$ cat src/rtl/video_timing_pkg.sv
// video_timing_pkg
// Shared definitions for the raster timing generator:
//   - axis_timing_t : one axis' sync / back porch / active / front porch lengths
//   - VGA_H, VGA_V  : default 640x480@60 timing (800 x 525 totals)
//   - axis_total()  : total count of one axis
//   - clog2_total() : bits needed to hold total-1, used for counter width checks
package video_timing_pkg;

  typedef struct packed {
    logic [15:0] active;
    logic [15:0] fp;
    logic [15:0] sync;
    logic [15:0] bp;
  } axis_timing_t;

  localparam axis_timing_t VGA_H = '{active: 16'd640, fp: 16'd16, sync: 16'd96, bp: 16'd48};
  localparam axis_timing_t VGA_V = '{active: 16'd480, fp: 16'd10, sync: 16'd2,  bp: 16'd33};

  function automatic int axis_total(input axis_timing_t t);
    return int'(t.sync) + int'(t.bp) + int'(t.active) + int'(t.fp);
  endfunction

  function automatic int clog2_total(input int total);
    return (total <= 2) ? 1 : $clog2(total);
  endfunction

endpackage

$ cat src/rtl/video_timing_gen_axis.sv
// timing_axis
// One raster axis: a wrap counter 0..TOTAL-1 that steps on adv, plus a
// decode of the counter's NEXT value so the parent can register outputs that
// line up with the counter in the same cycle.
// Ports:
//   clk, rst      : clock, synchronous active-high reset
//   adv           : advance the counter this cycle
//   at_end        : counter currently at TOTAL-1 (wraps on next advance)
//   sync_d        : next count lies in the sync interval
//   act_d         : next count lies in the active interval
//   coord_d       : next count minus active start, 0 outside active
//   lead_act_d    : active decode of (next count + LEAD), no wrap
//   lead_coord_d  : coordinate of (next count + LEAD), 0 outside active
module timing_axis import video_timing_pkg::*; #(
  parameter axis_timing_t TIM  = VGA_H,
  parameter int           CW   = 11,
  parameter int           LEAD = 0
) (
  input  logic          clk,
  input  logic          rst,
  input  logic          adv,
  output logic          at_end,
  output logic          sync_d,
  output logic          act_d,
  output logic [CW-1:0] coord_d,
  output logic          lead_act_d,
  output logic [CW-1:0] lead_coord_d
);

  localparam int TOTAL = axis_total(TIM);
  localparam int START = int'(TIM.sync) + int'(TIM.bp);
  localparam int STOP  = START + int'(TIM.active);

  localparam logic [CW-1:0] LAST    = CW'(TOTAL - 1);
  // One extra bit so an active interval ending exactly at 2^CW still compares.
  localparam logic [CW:0]   SYNC_W  = (CW+1)'(int'(TIM.sync));
  localparam logic [CW:0]   START_W = (CW+1)'(START);
  localparam logic [CW:0]   STOP_W  = (CW+1)'(STOP);
  localparam logic [CW:0]   LEAD_W  = (CW+1)'(LEAD);

  logic [CW-1:0] cnt_q;
  logic [CW-1:0] cnt_d;
  logic [CW:0]   cnt_w;
  logic [CW:0]   lead_w;

  assign at_end = (cnt_q == LAST);

  always_comb begin
    cnt_d = cnt_q;
    if (adv) begin
      cnt_d = at_end ? '0 : cnt_q + CW'(1);
    end
  end

  always_ff @(posedge clk) begin
    if (rst) begin
      cnt_q <= '0;
    end else begin
      cnt_q <= cnt_d;
    end
  end

  assign cnt_w   = {1'b0, cnt_d};
  assign sync_d  = (cnt_w < SYNC_W);
  assign act_d   = (cnt_w >= START_W) && (cnt_w < STOP_W);
  assign coord_d = act_d ? CW'(cnt_w - START_W) : '0;

  // The lead position is not wrapped: past the end of the line it simply
  // decodes as inactive, which matches the blanking it would land in.
  assign lead_w       = cnt_w + LEAD_W;
  assign lead_act_d   = (lead_w >= START_W) && (lead_w < STOP_W);
  assign lead_coord_d = lead_act_d ? CW'(lead_w - START_W) : '0;

endmodule

$ cat src/rtl/video_timing_gen.sv
// video_timing_gen
// Raster timing generator: hsync/vsync, active flag, pixel coordinates (full
// and down-scaled) and line/frame wrap pulses, advancing on pix_en.
// Line order from count 0 is sync, back porch, active, front porch; frames
// follow the same order in lines. Every output is a flop loaded from the
// decode of the next counter state, so outputs are coherent with the counters.
// Ports:
//   clk, rst                 : clock, synchronous active-high reset
//   pix_en                   : pixel tick
//   o_hsync, o_vsync         : syncs at HSYNC_POL / VSYNC_POL when asserted
//   active                   : inside the active region
//   pos_x, pos_y             : active coordinate, 0 outside
//   pos_x_div, pos_y_div     : coordinates >> SCALE_SHIFT
//   line_start, frame_start  : one-clk pulses after a line / frame wrap
//   fetch_valid, fetch_x/y   : active/pos FETCH_LEAD ticks early
// Optional feature macro: VTG_FETCH_LEAD_EN (adds the fetch_* ports).
module video_timing_gen import video_timing_pkg::*; #(
  parameter int H_ACTIVE    = int'(VGA_H.active),
  parameter int H_FP        = int'(VGA_H.fp),
  parameter int H_SYNC      = int'(VGA_H.sync),
  parameter int H_BP        = int'(VGA_H.bp),
  parameter int V_ACTIVE    = int'(VGA_V.active),
  parameter int V_FP        = int'(VGA_V.fp),
  parameter int V_SYNC      = int'(VGA_V.sync),
  parameter int V_BP        = int'(VGA_V.bp),
  parameter bit HSYNC_POL   = 1'b1,
  parameter bit VSYNC_POL   = 1'b1,
  parameter int SCALE_SHIFT = 0,
  parameter int FETCH_LEAD  = 2,
  parameter int CW          = 11
) (
  input  logic          clk,
  input  logic          rst,
  input  logic          pix_en,
  output logic          o_hsync,
  output logic          o_vsync,
  output logic          active,
  output logic [CW-1:0] pos_x,
  output logic [CW-1:0] pos_y,
  output logic [CW-1:0] pos_x_div,
  output logic [CW-1:0] pos_y_div,
  output logic          line_start,
  output logic          frame_start
`ifdef VTG_FETCH_LEAD_EN
  ,
  output logic          fetch_valid,
  output logic [CW-1:0] fetch_x,
  output logic [CW-1:0] fetch_y
`endif
);

  localparam axis_timing_t H_TIM = '{active: 16'(H_ACTIVE), fp: 16'(H_FP),
                                     sync: 16'(H_SYNC), bp: 16'(H_BP)};
  localparam axis_timing_t V_TIM = '{active: 16'(V_ACTIVE), fp: 16'(V_FP),
                                     sync: 16'(V_SYNC), bp: 16'(V_BP)};
  localparam int H_TOTAL = axis_total(H_TIM);
  localparam int V_TOTAL = axis_total(V_TIM);

  if (clog2_total(H_TOTAL) > CW) begin : g_h_width_err
    $error("video_timing_gen: H_TOTAL does not fit in CW bits");
  end
  if (clog2_total(V_TOTAL) > CW) begin : g_v_width_err
    $error("video_timing_gen: V_TOTAL does not fit in CW bits");
  end
  if (SCALE_SHIFT < 0 || SCALE_SHIFT > 4) begin : g_shift_err
    $error("video_timing_gen: SCALE_SHIFT must be 0..4");
  end
`ifdef VTG_FETCH_LEAD_EN
  if (FETCH_LEAD < 1 || FETCH_LEAD > H_SYNC + H_BP) begin : g_lead_err
    $error("video_timing_gen: FETCH_LEAD must be 1..H_SYNC+H_BP");
  end
`endif

  logic          h_end, v_end, h_wrap;
  logic          h_sync_d, v_sync_d, h_act_d, v_act_d;
  logic [CW-1:0] h_coord_d, v_coord_d;
  logic          h_lead_act_d, v_lead_act_d;
  logic [CW-1:0] h_lead_coord_d, v_lead_coord_d;

  assign h_wrap = pix_en & h_end;

  timing_axis #(.TIM(H_TIM), .CW(CW), .LEAD(FETCH_LEAD)) u_h_axis (
    .clk          (clk),
    .rst          (rst),
    .adv          (pix_en),
    .at_end       (h_end),
    .sync_d       (h_sync_d),
    .act_d        (h_act_d),
    .coord_d      (h_coord_d),
    .lead_act_d   (h_lead_act_d),
    .lead_coord_d (h_lead_coord_d)
  );

  timing_axis #(.TIM(V_TIM), .CW(CW), .LEAD(0)) u_v_axis (
    .clk          (clk),
    .rst          (rst),
    .adv          (h_wrap),
    .at_end       (v_end),
    .sync_d       (v_sync_d),
    .act_d        (v_act_d),
    .coord_d      (v_coord_d),
    .lead_act_d   (v_lead_act_d),
    .lead_coord_d (v_lead_coord_d)
  );

  logic          hsync_q, hsync_d, vsync_q, vsync_d, active_q, active_d;
  logic [CW-1:0] pos_x_q, pos_x_d, pos_y_q, pos_y_d;
  logic [CW-1:0] pos_x_div_q, pos_x_div_d, pos_y_div_q, pos_y_div_d;
  logic          line_start_q, line_start_d, frame_start_q, frame_start_d;

  always_comb begin
    hsync_d       = h_sync_d ? HSYNC_POL : ~HSYNC_POL;
    vsync_d       = v_sync_d ? VSYNC_POL : ~VSYNC_POL;
    active_d      = h_act_d & v_act_d;
    pos_x_d       = active_d ? h_coord_d : '0;
    pos_y_d       = active_d ? v_coord_d : '0;
    pos_x_div_d   = pos_x_d >> SCALE_SHIFT;
    pos_y_div_d   = pos_y_d >> SCALE_SHIFT;
    line_start_d  = h_wrap;
    frame_start_d = h_wrap & v_end;
  end

  always_ff @(posedge clk) begin
    if (rst) begin
      hsync_q       <= HSYNC_POL;
      vsync_q       <= VSYNC_POL;
      active_q      <= 1'b0;
      pos_x_q       <= '0;
      pos_y_q       <= '0;
      pos_x_div_q   <= '0;
      pos_y_div_q   <= '0;
      line_start_q  <= 1'b0;
      frame_start_q <= 1'b0;
    end else begin
      hsync_q       <= hsync_d;
      vsync_q       <= vsync_d;
      active_q      <= active_d;
      pos_x_q       <= pos_x_d;
      pos_y_q       <= pos_y_d;
      pos_x_div_q   <= pos_x_div_d;
      pos_y_div_q   <= pos_y_div_d;
      line_start_q  <= line_start_d;
      frame_start_q <= frame_start_d;
    end
  end

  assign o_hsync     = hsync_q;
  assign o_vsync     = vsync_q;
  assign active      = active_q;
  assign pos_x       = pos_x_q;
  assign pos_y       = pos_y_q;
  assign pos_x_div   = pos_x_div_q;
  assign pos_y_div   = pos_y_div_q;
  assign line_start  = line_start_q;
  assign frame_start = frame_start_q;

`ifdef VTG_FETCH_LEAD_EN
  // The lead stays on the current line, so the vertical part is the plain
  // active decode of this line.
  logic          fetch_valid_q, fetch_valid_d;
  logic [CW-1:0] fetch_x_q, fetch_x_d, fetch_y_q, fetch_y_d;

  always_comb begin
    fetch_valid_d = h_lead_act_d & v_act_d;
    fetch_x_d     = fetch_valid_d ? h_lead_coord_d : '0;
    fetch_y_d     = fetch_valid_d ? v_coord_d : '0;
  end

  always_ff @(posedge clk) begin
    if (rst) begin
      fetch_valid_q <= 1'b0;
      fetch_x_q     <= '0;
      fetch_y_q     <= '0;
    end else begin
      fetch_valid_q <= fetch_valid_d;
      fetch_x_q     <= fetch_x_d;
      fetch_y_q     <= fetch_y_d;
    end
  end

  assign fetch_valid = fetch_valid_q;
  assign fetch_x     = fetch_x_q;
  assign fetch_y     = fetch_y_q;

  logic unused_lead;
  assign unused_lead = ^{v_lead_act_d, v_lead_coord_d};
`else
  logic unused_lead;
  assign unused_lead = ^{h_lead_act_d, h_lead_coord_d, v_lead_act_d, v_lead_coord_d};
`endif

endmodule

$ cat config.mk
export PLATFORM = sky130hd
export DESIGN_NAME = video_timing_gen
export DESIGN_NICKNAME = d
export VERILOG_FILES = /design/src/rtl/video_timing_pkg.sv /design/src/rtl/video_timing_gen_axis.sv /design/src/rtl/video_timing_gen.sv
export SDC_FILE = /design/constraint.sdc
export NUM_CORES = 1
export LEC_CHECK = 0
export BUFFER_PORTS_ARGS = -buffer_cell sky130_fd_sc_hd__buf_2
export CORE_MARGIN = 2
export CORE_UTILIZATION = 60
export CTS_CLUSTER_DIAMETER = 80
export DETAILED_ROUTE_END_ITERATION = 6
export PLACE_DENSITY_LB_ADDON = 0.1
export SYNTH_ARGS = -nofsm -noshare
export SYNTH_HDL_FRONTEND = slang
export SYNTH_SLANG_ARGS = --single-unit
$ cat constraint.sdc
create_clock -name clk -period 5.2 [get_ports clk]
set_input_delay 1.3 -clock clk [delete_from_list [all_inputs] [get_ports clk]]
set_output_delay 1.3 -clock clk [all_outputs]
set_load 0.02 [all_outputs]
==> impl_summary.log, run 1 <==
[metrics] Slowest cell on crit path: sky130_fd_sc_hd__or3_4
[metrics] outcome: finished clean
[metrics] number of antenna repair diodes: 0
[metrics] area share of fa/ha/maj cells after synthesis: 0.0262
[metrics] kind of end point of the critical path: flop
[metrics] initial antenna violation count: 0
[metrics] global-route wire length before repair: 9.53 mm
[metrics] number of enable-type register cells in the synthesized netlist: 0
[metrics] number of cells traversed by the worst register-to-register path: 13
[metrics] non-filler instance count after layout: 395
[metrics] clock slew at the register clock pins of the worst setup and hold paths: roughly 0.10 ns
[metrics] register area share after synthesis: 0.343
[metrics] First DRT Iteration DRCs: 146
[metrics] total overflow reported by the global router: 0
[metrics] Die ar.: about 0.0053 sq mm
[metrics] Overall Global Routing Usage: 0.232
[metrics] crit path cell chain: buf_2, nand4_1, or3_4, o41a_1, and4b_1, a211oi_4, a211oi_4, buf_12, nor4_1
[metrics] number of port buffers: 51
[metrics] source of the worst hold timing path: u_h_axis.cnt_q[10]
[metrics] Syn Std Cell Area: ~0.0029 sq mm
[metrics] setup repair after global routing missed its margin: no
[metrics] number of global-route vias before repair: 1874
[metrics] destination of the worst hold path: u_h_axis.cnt_q[10]
[metrics] Synth top area share: 0.343
[metrics] total of warnings raised by yosys: 0
[metrics] postcts setup bufs: 0
[metrics] Core Box Area: 0.00466 sq mm
[metrics] hold depth: 2
[metrics] transition time at the pin with the least slew margin: between 0.8 and 0.9 ns
[metrics] Slew Viols, Final: 0
[metrics] number of resized instances in the post-cts repair step: 0
[metrics] Mapped Nets: 329
[metrics] total iterations of the first detailed-routing run: 5
[metrics] cell repeated most along the worst path: sky130_fd_sc_hd__a211oi_4
[metrics] # nets final: 349
[metrics] simple-gate share of the synthesized area: 0.293
[metrics] synthesized instance count: 320
[metrics] number of placement rows: 25
[metrics] # hold bufs at CTS: 0
[metrics] source-to-sink clock delay at the later pin of the worst-skew pair: 0.31 ns
[metrics] Hold/Removal Path Class: reg -> reg
[metrics] share of synthesized area spent on multiplexers: 0.00787
[metrics] number of top-level pins: 52
[metrics] worst-case clock buffer depth: 2
[metrics] ys async rst share: 0
[metrics] die height: 73.1 um
[metrics] longest individual stage delay on the worst path: 0.59 ns
[metrics] number of buffers created by CTS: 5
[metrics] slack of the worst reg-to-reg path: 1.27 ns
[metrics] peak ir drop on the vdd network: 0.000125 V
[metrics] area leader, netlist: sky130_fd_sc_hd__dfxtp_1
[metrics] remaining routing DRC violations: 0
[metrics] fillcell total: 419
[metrics] Crit Path Max Fanout: 22
[metrics] ratio of routed vias to standard cells: 5.98
[metrics] horizontal die dimension: 73.1 um
[metrics] Max Clk Rate: 0.246 GHz
[metrics] minimum clock period: ~4.1 ns
[metrics] top_reg_cell synth: sky130_fd_sc_hd__dfxtp_1
[metrics] post-detailed-route count of antenna-violating nets: 0
[metrics] layout overhead on the synthesized area: 5.94%
[metrics] Synth Area in Compound Gates: 0.159
[metrics] leakage component of the power: approximately 0.0012 uW
[metrics] critical path data arrival time: 4.22 ns
[metrics] effective utilization at floorplan: 0.614
[metrics] Worst setup SP type: primary input
[metrics] worst-case clock skew: around 0.010 ns
[metrics] final core utilization: 0.651
[metrics] Avg Inst Size Synth: 8.95 sq um
[metrics] main area contributors after synthesis: sky130_fd_sc_hd__dfxtp_1, sky130_fd_sc_hd__buf_4, sky130_fd_sc_hd__nor3_2
[metrics] # H-tree levels: 2
[metrics] hpwl dp: around 4.4 mm
[metrics] xor-xnor portion of the synthesized cell area: 0.0612
[metrics] final-layout setup total negative slack: 0 ns
[metrics] total number of vias: 2362
[metrics] Reg2Reg Capture Point: pos_x_div[7]
[metrics] Pwr per Cell Area: 207 mW/mm^2
[metrics] dpl cells: 387
[metrics] final setup violation count: 0
[metrics] crit share post-route: 0.781
[metrics] post-place setup slack: roughly 0.85 ns
[metrics] combinational family with the most area after synthesis: simple AND/OR/NAND/NOR gates
[metrics] number of different library cells in the post-synthesis netlist: 66
[metrics] launching point of the worst reg2reg path: u_v_axis.cnt_q[0]
[metrics] final hold violation count: 0
[metrics] clock tree from TritonCTS: built
[metrics] share of layout cells above drive strength 1: 0.284
[metrics] root buf cell: sky130_fd_sc_hd__clkbuf_8
[metrics] register bit count reported by yosys: 49
[metrics] number of sinks driven by the clock tree: 49
[metrics] drt total wl: 5.99 mm
[metrics] Crit path required time: ~5.4 ns
[metrics] class of the most critical setup path: in -> reg
[metrics] maximum number of pins on one net before global-route repair: 28
[metrics] post-DR wirelength/cell: 15.2 um
[metrics] Final Wtd Congestion: 0.925
[metrics] max_slew headroom: 0.422
[metrics] total design power: roughly 630 uW
[metrics] Maximum Capacitance Violations: 0
[metrics] least setup slack across all paths after layout: 1.14 ns
-- where the power goes --
| part | switching, uW | total, uW | internal (uW) | leakage, uW |
|---|---|---|---|---|
| sequential | 2.02 | 378 | 376 | 0.000395 |
| combinational | 8.08 | 12.6 | 4.52 | 0.000787 |
| clock | 140 | 238 | 98.0 | 0.0000423 |
-- layout make-up --
cell class,instances,area (sq um),area share
Inverter,7,26.3,0.00866
Tap cell,54,67.6,0.0223
Sequential cell,49,981,0.323
Timing Repair Buffer,54,290,0.0957
Multi-Input combinational cell,223,1570,0.519
Clock buffer,5,68.8,0.0227
Clock inverter,3,26.3,0.00866
-- worst max-delay path, delay by kind of cell --
kind / cells / cell delay, ns
simple gates: 4 / 1.40
buf+inv: 2 / 0.40
compound gates: 3 / 1.11
-- how the worst max path moves through the flow --
stage | end | startpoint | slack [ns]
after detailed placement | pos_x_div[7] | pix_en | 0.85
after global placement | pos_x_div[7] | pix_en | 0.92
after CTS | pos_x_div[7] | pix_en | 1.17
final | pos_x_div[7] | pix_en | 1.14
after global routing | pos_x_div[7] | u_v_axis.cnt_q[0] | 0.98
after floorplan | pos_y_div[10] | pix_en | 1.58
-- cells in the mapped netlist (6+ instances only) --
master / n
sky130_fd_sc_hd__o21ai_0: 8
sky130_fd_sc_hd__clkbuf_1: 6
sky130_fd_sc_hd__nand2_1: 21
sky130_fd_sc_hd__nand3_1: 8
sky130_fd_sc_hd__buf_4: 22
sky130_fd_sc_hd__nor2_1: 24
sky130_fd_sc_hd__nor4_1: 6
sky130_fd_sc_hd__nor3_2: 16
sky130_fd_sc_hd__nand4_1: 7
sky130_fd_sc_hd__xor2_1: 9
sky130_fd_sc_hd__dfxtp_1: 49
sky130_fd_sc_hd__a21oi_1: 9
sky130_fd_sc_hd__ha_1: 6
sky130_fd_sc_hd__xnor2_1: 11
sky130_fd_sc_hd__buf_6: 6
sky130_fd_sc_hd__nor3_1: 9
sky130_fd_sc_hd__inv_1: 7
-- cell usage in the layout, fill, tap and decap left out, types with 6 or more instances in the layout --
cell	instances
sky130_fd_sc_hd__nor3_2	16
sky130_fd_sc_hd__o21ai_0	8
sky130_fd_sc_hd__nand3_1	8
sky130_fd_sc_hd__ha_1	6
sky130_fd_sc_hd__inv_1	7
sky130_fd_sc_hd__nor2_1	24
sky130_fd_sc_hd__nor3_1	9
sky130_fd_sc_hd__nand4_1	7
sky130_fd_sc_hd__nand2_1	21
sky130_fd_sc_hd__nor4_1	6
sky130_fd_sc_hd__a21oi_1	9
sky130_fd_sc_hd__xnor2_1	11
sky130_fd_sc_hd__buf_2	51
sky130_fd_sc_hd__xor2_1	9
sky130_fd_sc_hd__dfxtp_1	49
-- metrics by stage --
| step | hold slack (ns) | instance area [sq um] |
|---|---|---|
| 3_3_place_gp | 0.600 | 2940 |
| 5_1_grt | 0.699 | 3030 |
| 4_1_cts | 0.643 | 3030 |
| 2_1_floorplan | 0.534 | 2860 |
| 6_report | 0.653 | 3030 |
| 3_5_place_dp | 0.618 | 2940 |
-- cell families after synthesis --
| family | after synthesis |
|---|---|
| and+or+nand+nor | 133 |
| AOI/OAI and AO/OA | 62 |
| DFF | 49 |
| buffers and inverters | 48 |
| xor gates and xnor gates | 20 |
| adders and majority gates | 6 |
| muxes | 2 |
-- registers in the layout, summed over array words and instances (netlist names) --
register and count:
pos_x_div 11, line_start 1, active 1, frame_start 1
o_hsync 1, u_h_axis.cnt_q 11, u_v_axis.cnt_q 11, o_vsync 1
pos_y_div 11
-- routing by layer --
metal  track usage  wire (um)  vias to the layer above
met5             0          0                        -
met4        0.0679         49                        0
met3        0.0442        523                        5
met2         0.318       2530                      123
met1         0.363       2890                     1068
li1              -          -                     1166
(Power assumes the default switching activity.)
==> inputs of run 2 (changes only) <==
--- a/config.mk
+++ b/config.mk
@@ -7,7 +7,7 @@
 export LEC_CHECK = 0
 export BUFFER_PORTS_ARGS = -buffer_cell sky130_fd_sc_hd__buf_2
 export CORE_MARGIN = 2
-export CORE_UTILIZATION = 60
+export CORE_UTILIZATION = 56
 export CTS_CLUSTER_DIAMETER = 80
 export DETAILED_ROUTE_END_ITERATION = 6
 export PLACE_DENSITY_LB_ADDON = 0.1
==> constraint.sdc (replaced) <==
create_clock -name clk -period 4.3 [get_ports clk]
set_input_delay 1.075 -clock clk [delete_from_list [all_inputs] [get_ports clk]]
set_output_delay 1.075 -clock clk [all_outputs]
set_load 0.02 [all_outputs]
==> impl_summary.log, run 2 (synthesis results as in run 1) <==
[metrics] number of top-level pins: 52 (unchanged)
[metrics] minimum clock period: 3.64 ns
[metrics] worst-case clock buffer depth: 2 (unchanged)
[metrics] peak ir drop on the vdd network: 0.000156 V (+25%)
[metrics] source of the worst hold timing path: u_h_axis.cnt_q[10]
[metrics] top library cells by usage in the layout, fill and taps aside: sky130_fd_sc_hd__buf_2, sky130_fd_sc_hd__dfxtp_1, sky130_fd_sc_hd__nor2_1
[metrics] slack of the worst reg-to-reg path: 0.89 ns (-0.38 ns)
[metrics] crit path cell chain: buf_2, nand4_1, or3_4, o41a_1, and4b_1, a211oi_4, a211oi_4, buf_4, nor4_1
[metrics] global-route wire length before repair: 9.75 mm (+2.3%)
[metrics] transition time at the pin with the least slew margin: 0.738 ns (-0.117 ns)
[metrics] longest individual stage delay on the worst path: 0.60 ns (about the same)
[metrics] layout overhead on the synthesized area: 7.34%
[metrics] # hold bufs at CTS: 0 (unchanged)
[metrics] class of the most critical setup path: in -> reg
[metrics] Die ar.: 0.00570 sq mm (+6.7%)
[metrics] # H-tree levels: 2 (unchanged)
[metrics] Crit path required time: 4.46 ns (-0.90 ns)
[metrics] Overall Global Routing Usage: 0.222 (-0.00973)
[metrics] total overflow reported by the global router: 0 (unchanged)
[metrics] Core Box Area: 0.00501 sq mm (+7.5%)
[metrics] most common cell after layout, fill and taps aside: sky130_fd_sc_hd__buf_2
[metrics] number of placement rows: 26 (+4.0%)
[metrics] destination of the worst hold path: u_h_axis.cnt_q[10]
[metrics] number of resized instances in the post-cts repair step: 0 (unchanged)
[metrics] initial antenna violation count: 0 (unchanged)
[metrics] crit share post-route: 0.847
[metrics] outcome: finished clean
[metrics] number of buffers created by CTS: 5 (unchanged)
[metrics] post-DR wirelength/cell: 14.6 um (-3.9%)
[metrics] horizontal die dimension: 75.5 um (+3.3%)
[metrics] Maximum Capacitance Violations: 0 (unchanged)
[metrics] maximum number of pins on one net before global-route repair: 28 (unchanged)
[metrics] Worst setup SP type: primary input
[metrics] hold depth: 2 (unchanged)
[metrics] max_slew headroom: 0.508 (+0.0858)
[metrics] ratio of routed vias to standard cells: 5.66 (-5.3%)
[metrics] hpwl dp: 4.55 mm (+3.8%)
[metrics] total iterations of the first detailed-routing run: 4 (-1)
[metrics] total number of vias: 2350 (-0.51%)
[metrics] number of antenna repair diodes: 0 (unchanged)
[metrics] number of cells traversed by the worst register-to-register path: 9 (-4)
[metrics] Slew Viols, Final: 0 (unchanged)
[metrics] number of port buffers: 51 (unchanged)
[metrics] Hold/Removal Path Class: reg -> reg
[metrics] drt total wl: 6.05 mm (+1.0%)
[metrics] worst-case clock skew: 0.0114 ns (+0.000963 ns)
[metrics] kind of end point of the critical path: flop
[metrics] Crit Path Max Fanout: 23 (+4.5%)
[metrics] Slowest cell on crit path: sky130_fd_sc_hd__or3_4
[metrics] # nets final: 353 (+1.1%)
[metrics] clock slew at the register clock pins of the worst setup and hold paths: 0.10 ns (about the same)
[metrics] die height: 75.5 um (+3.3%)
[metrics] launching point of the worst reg2reg path: u_h_axis.cnt_q[1]
[metrics] clock tree from TritonCTS: built
[metrics] final-layout setup total negative slack: 0 ns (unchanged)
[metrics] effective utilization at floorplan: 0.571 (-0.0428)
[metrics] Final Wtd Congestion: 0.954 (+3.1%)
[metrics] source-to-sink clock delay at the later pin of the worst-skew pair: 0.31 ns (about the same)
[metrics] Critical path buffers and inverters: 2 (unchanged)
[metrics] final hold violation count: 0 (unchanged)
[metrics] leakage component of the power: 0.00124 uW (+1.6%)
[metrics] remaining routing DRC violations: 0 (unchanged)
[metrics] root buf cell: sky130_fd_sc_hd__clkbuf_8
[metrics] First DRT Iteration DRCs: 159 (+8.9%)
[metrics] Max Clk Rate: 0.274 GHz
[metrics] setup repair after global routing missed its margin: no
[metrics] postcts setup bufs: 0 (unchanged)
[metrics] final setup violation count: 0 (unchanged)
[metrics] number of sinks driven by the clock tree: 49 (unchanged)
[metrics] Pwr per Cell Area: 250 mW/mm^2 (+21%)
[metrics] number of global-route vias before repair: 1926 (+2.8%)
[metrics] Reg2Reg Capture Point: pos_y_div[8]
[metrics] post-detailed-route count of antenna-violating nets: 0 (unchanged)
[metrics] total design power: 768 uW (+22%)
[metrics] critical path data arrival time: 3.81 ns (-0.41 ns)
[metrics] cell repeated most along the worst path: sky130_fd_sc_hd__a211oi_4
[metrics] share of layout cells above drive strength 1: 0.293 (+0.00830)
[metrics] largest delay contributor family on the critical path: simple AND/OR/NAND/NOR gates
-- run 2: worst max path at each step --
stage	from	endpoint	slack, ns	cells past startpoint
2_1_floorplan	pix_en	pos_y_div[10]	0.91	10
3_3_place_gp	pix_en	pos_y_div[10]	0.43	9
3_5_place_dp	pix_en	pos_y_div[8]	0.34	9
4_1_cts	pix_en	pos_y_div[8]	0.67	9
5_1_grt	pix_en	pos_y_div[10]	0.47	8
6_report	pix_en	pos_y_div[8]	0.66	9
-- run 2: metal layers --
layer / global-route usage / vias up / wire length, um
met1: 0.345 / 1070 / 3040
met3: 0.0503 / 10 / 513
met4: 0.0546 / 0 / 88
met5: 0 / - / 0
met2: 0.308 / 95 / 2410
li1: - / 1175 / -
-- run 2: cell type report --
class / instances / area (sq um)
Multi-Input combinational cell: 223 / 1570
Sequential cell: 49 / 981
Clock buffer: 5 / 68.8
Clock inverter: 3 / 28.8
Inverter: 7 / 26.3
Timing Repair Buffer: 58 / 308
Tap cell: 70 / 87.6
Fill cell: 464 / 1940
-- run 2: worst register-to-register path: cells and delay by family (launching register included) --
family	cells	cell delay, ns
AND/OR/NAND/NOR	4	1.44
AO/OA/AOI/OAI	3	0.77
flip-flops	1	0.44
buffers and inverters	1	0.35
adder cells (fa/ha/maj)	1	0.25
-- run 2: power breakdown --
group          total, uW  switching [uW]  internal, uW
Sequential           457            2.29           455
Combinational       15.1            9.64          5.51
Clock                296             174           122
-- run 2: metrics by stage --
step	cell area, sq um	std cells	worst slack (ns)	hold slack, ns	utilization
2_1_floorplan	2860	320	0.908	0.534	-
3_3_place_gp	2980	407	0.427	0.606	0.594
5_1_grt	3070	415	0.470	0.687	0.613
3_5_place_dp	2980	407	0.342	0.629	0.594
6_report	3070	415	0.656	0.655	0.613
4_1_cts	3070	415	0.667	0.655	0.613
==> inputs of run 3 (changes only) <==
--- a/config.mk
+++ b/config.mk
@@ -7,7 +7,7 @@
 export LEC_CHECK = 0
 export BUFFER_PORTS_ARGS = -buffer_cell sky130_fd_sc_hd__buf_2
 export CORE_MARGIN = 2
-export CORE_UTILIZATION = 56
+export CORE_UTILIZATION = 50
 export CTS_CLUSTER_DIAMETER = 80
 export DETAILED_ROUTE_END_ITERATION = 6
 export PLACE_DENSITY_LB_ADDON = 0.1
==> constraint.sdc (replaced) <==
create_clock -name clk -period 3 [get_ports clk]
set_input_delay 0.75 -clock clk [delete_from_list [all_inputs] [get_ports clk]]
set_output_delay 0.75 -clock clk [all_outputs]
set_load 0.02 [all_outputs]
==> impl_summary.log, run 3 (synthesis results as in run 1) <==
[metrics] final setup violation count: 0 (unchanged)
[metrics] post-detailed-route count of antenna-violating nets: 0 (unchanged)
[metrics] remaining routing DRC violations: 0 (unchanged)
[metrics] share of layout cells above drive strength 1: 0.408 (+0.115)
[metrics] cell repeated most along the worst path: sky130_fd_sc_hd__buf_12
[metrics] Crit Path Max Fanout: 15 (-35%)
[metrics] Die ar.: 0.00635 sq mm (+11%)
[metrics] top library cells by usage in the layout, fill and taps aside: sky130_fd_sc_hd__buf_4, sky130_fd_sc_hd__buf_2, sky130_fd_sc_hd__dfxtp_1
[metrics] met1 Use GR: 0.305 (-0.0402)
[metrics] final-layout setup total negative slack: 0 ns (unchanged)
[metrics] number of global-route vias before repair: 2280 (+18%)
[metrics] transition time at the pin with the least slew margin: 0.519 ns (-0.219 ns)
[metrics] number of port buffers: 51 (unchanged)
[metrics] ratio of routed vias to standard cells: 5.41 (-4.5%)
[metrics] source of the worst hold timing path: u_v_axis.cnt_q[10]
[metrics] kind of end point of the critical path: flop
[metrics] destination of the worst hold path: u_v_axis.cnt_q[10]
[metrics] slack of the worst reg-to-reg path: 0.14 ns (-0.75 ns)
[metrics] met3 Use GR: 0.0520 (+0.00177)
[metrics] non-filler instance count after layout: 469 (+13%)
[metrics] maximum number of pins on one net before global-route repair: 28 (unchanged)
[metrics] post-DR wirelength/cell: 14.4 um (-1.4%)
[metrics] total iterations of the first detailed-routing run: 5 (+1)
[metrics] dpl cells: 457 (+12%)
[metrics] horizontal die dimension: 79.7 um (+5.5%)
[metrics] longest individual stage delay on the worst path: 0.44 ns (-0.16 ns)
[metrics] First DRT Iteration DRCs: 130 (-18%)
[metrics] hold depth: 2 (unchanged)
[metrics] critical path data arrival time: 3.09 ns (-0.72 ns)
[metrics] crit path cell chain: or3b_4, or3_4, buf_6, o31a_1, o21bai_2, nor4_4, a211oi_4, buf_12, buf_12, nor3_2
[metrics] total design power: 1180 uW (+53%)
[metrics] clock tree from TritonCTS: built
[metrics] Max Clk Rate: 0.349 GHz
[metrics] drt total wl: 6.75 mm (+11%)
[metrics] minimum clock period: 2.86 ns
[metrics] Slowest cell on crit path: sky130_fd_sc_hd__or3b_4
[metrics] Core Box Area: 0.00551 sq mm (+9.9%)
[metrics] layer with the highest usage after global routing: met2
[metrics] Worst setup SP type: flop
[metrics] combined flip-flop and latch cell area: 981 sq um (unchanged)
[metrics] # hold bufs at CTS: 0 (unchanged)
[metrics] cell area reported after detailed placement: 0.00339 sq mm (+14%)
[metrics] root buf cell: sky130_fd_sc_hd__clkbuf_8
[metrics] worst-case clock buffer depth: 2 (unchanged)
[metrics] Reg2Reg Capture Point: pos_y_div[4]
[metrics] number of top-level pins: 52 (unchanged)
[metrics] clock slew at the register clock pins of the worst setup and hold paths: 0.10 ns (about the same)
[metrics] class of the most critical setup path: reg -> reg
[metrics] # nets final: 405 (+15%)
[metrics] launching point of the worst reg2reg path: u_h_axis.cnt_q[7]
[metrics] peak ir drop on the vdd network: 0.000188 V (+20%)
[metrics] global-route wire length before repair: 10.8 mm (+11%)
[metrics] total number of vias: 2536 (+7.9%)
[metrics] total overflow reported by the global router: 0 (unchanged)
[metrics] number of sinks driven by the clock tree: 49 (unchanged)
[metrics] Slew Viols, Final: 0 (unchanged)
[metrics] final hold violation count: 0 (unchanged)
[metrics] met2 GRT Util: 0.326 (+0.0178)
[metrics] Hold/Removal Path Class: reg -> reg
[metrics] hpwl dp: 5.13 mm (+13%)
[metrics] number of antenna repair diodes: 0 (unchanged)
[metrics] layout overhead on the synthesized area: 25.6%
[metrics] crit share post-route: 0.955
[metrics] die height: 79.7 um (+5.5%)
[metrics] # H-tree levels: 2 (unchanged)
[metrics] Maximum Capacitance Violations: 0 (unchanged)
[metrics] Final Wtd Congestion: 0.911 (-4.5%)
[metrics] number of cells traversed by the worst register-to-register path: 10 (+1)
[metrics] Overall Global Routing Usage: 0.217 (-0.00492)
[metrics] most common cell after layout, fill and taps aside: sky130_fd_sc_hd__buf_4
[metrics] number of buffers created by CTS: 5 (unchanged)
[metrics] outcome: finished clean
[metrics] source-to-sink clock delay at the later pin of the worst-skew pair: 0.31 ns (about the same)
[metrics] cell area after layout: 0.00360 sq mm (+17%)
[metrics] effective utilization at floorplan: 0.520 (-0.0515)
[metrics] area of combinational cells with multiple inputs: 0.00164 sq mm (+4.2%)
[metrics] max_slew headroom: 0.654 (+0.146)
[metrics] setup repair after global routing missed its margin: no
[metrics] Crit path required time: 3.23 ns (-1.23 ns)
[metrics] Pwr per Cell Area: 328 mW/mm^2 (+31%)
[metrics] final core utilization: 0.653 (+0.0396)
[metrics] leakage component of the power: 0.00152 uW (+23%)
[metrics] number of placement rows: 27 (+3.8%)
[metrics] initial antenna violation count: 0 (unchanged)
[metrics] fillcell total: 469 (+1.1%)
[metrics] worst-case clock skew: 0.0122 ns (+0.000767 ns)
==> run 3: cell types whose count changed in the layout (fill, tap and decap cells not counted), sizes merged <==
cell,delta
clkinvlp,+1
buf,+52
clkinv,-1
bufinv,+1
clkbuf,+1
inv,-2
==> run 3: how the worst max path moves through the flow <==
stage,from,endpoint,slack [ns],cells past startpoint
3_3_place_gp,pix_en,pos_y_div[8],-0.03,10
2_1_floorplan,pix_en,pos_y_div[0],-0.01,12
4_1_cts,u_h_axis.cnt_q[0],pos_y_div[4],0.18,11
3_5_place_dp,pix_en,pos_y_div[4],-0.07,10
5_1_grt,u_v_axis.cnt_q[1],pos_y_div[4],0.009,12
6_report,u_h_axis.cnt_q[7],pos_y_div[4],0.14,10
==> run 3: layout make-up <==
class | count | share of cell area
multi-input cells | 223 | 0.456
flip-flops and latches | 49 | 0.273
repair buffers | 110 | 0.206
well taps | 72 | 0.0251
clock buffers | 6 | 0.0230
clock inverters | 2 | 0.0104
inverters | 7 | 0.00731
==> run 3: timing repair <==
| action | 4_1_cts | 5_1_grt |
|---|---|---|
| setup buffers | 0 | 4 |
| resized for setup | 0 | 9 |
| endpoints found under the setup margin | 0 | 8 |
==> run 3: report_power, final <==
group	switching (uW)	leakage (uW)	total (uW)	internal (uW)
Sequential	1.53	0.000395	653	652
Combinational	17.2	0.00107	29.0	11.8
Clock	225	0.0000574	496	271
==> run 3: critical path, delay by kind of cell, from the launching register on <==
kind / cells / cell delay [ns]
and+or+nand+nor: 4 / 1.35
AOI/OAI and AO/OA: 3 / 0.64
buffers and inverters: 3 / 0.46
DFF: 1 / 0.34
==> run 3: metrics by stage <==
step                hold WS [ns]  setup slack [ns]
floorplan                  0.534           -0.0149
global placement           0.593           -0.0349
detailed placement         0.599           -0.0736
CTS                        0.621             0.177
global route               0.684           0.00878
finish                     0.626             0.136
==> run 3: per-layer routing <==
| metal | share of wire | wire [um] |
|---|---|---|
| met1 | 0.47 | 3200 |
| met5 | 0 | 0 |
| met4 | 0.012 | 79 |
| met3 | 0.089 | 600 |
| met2 | 0.43 | 2870 |
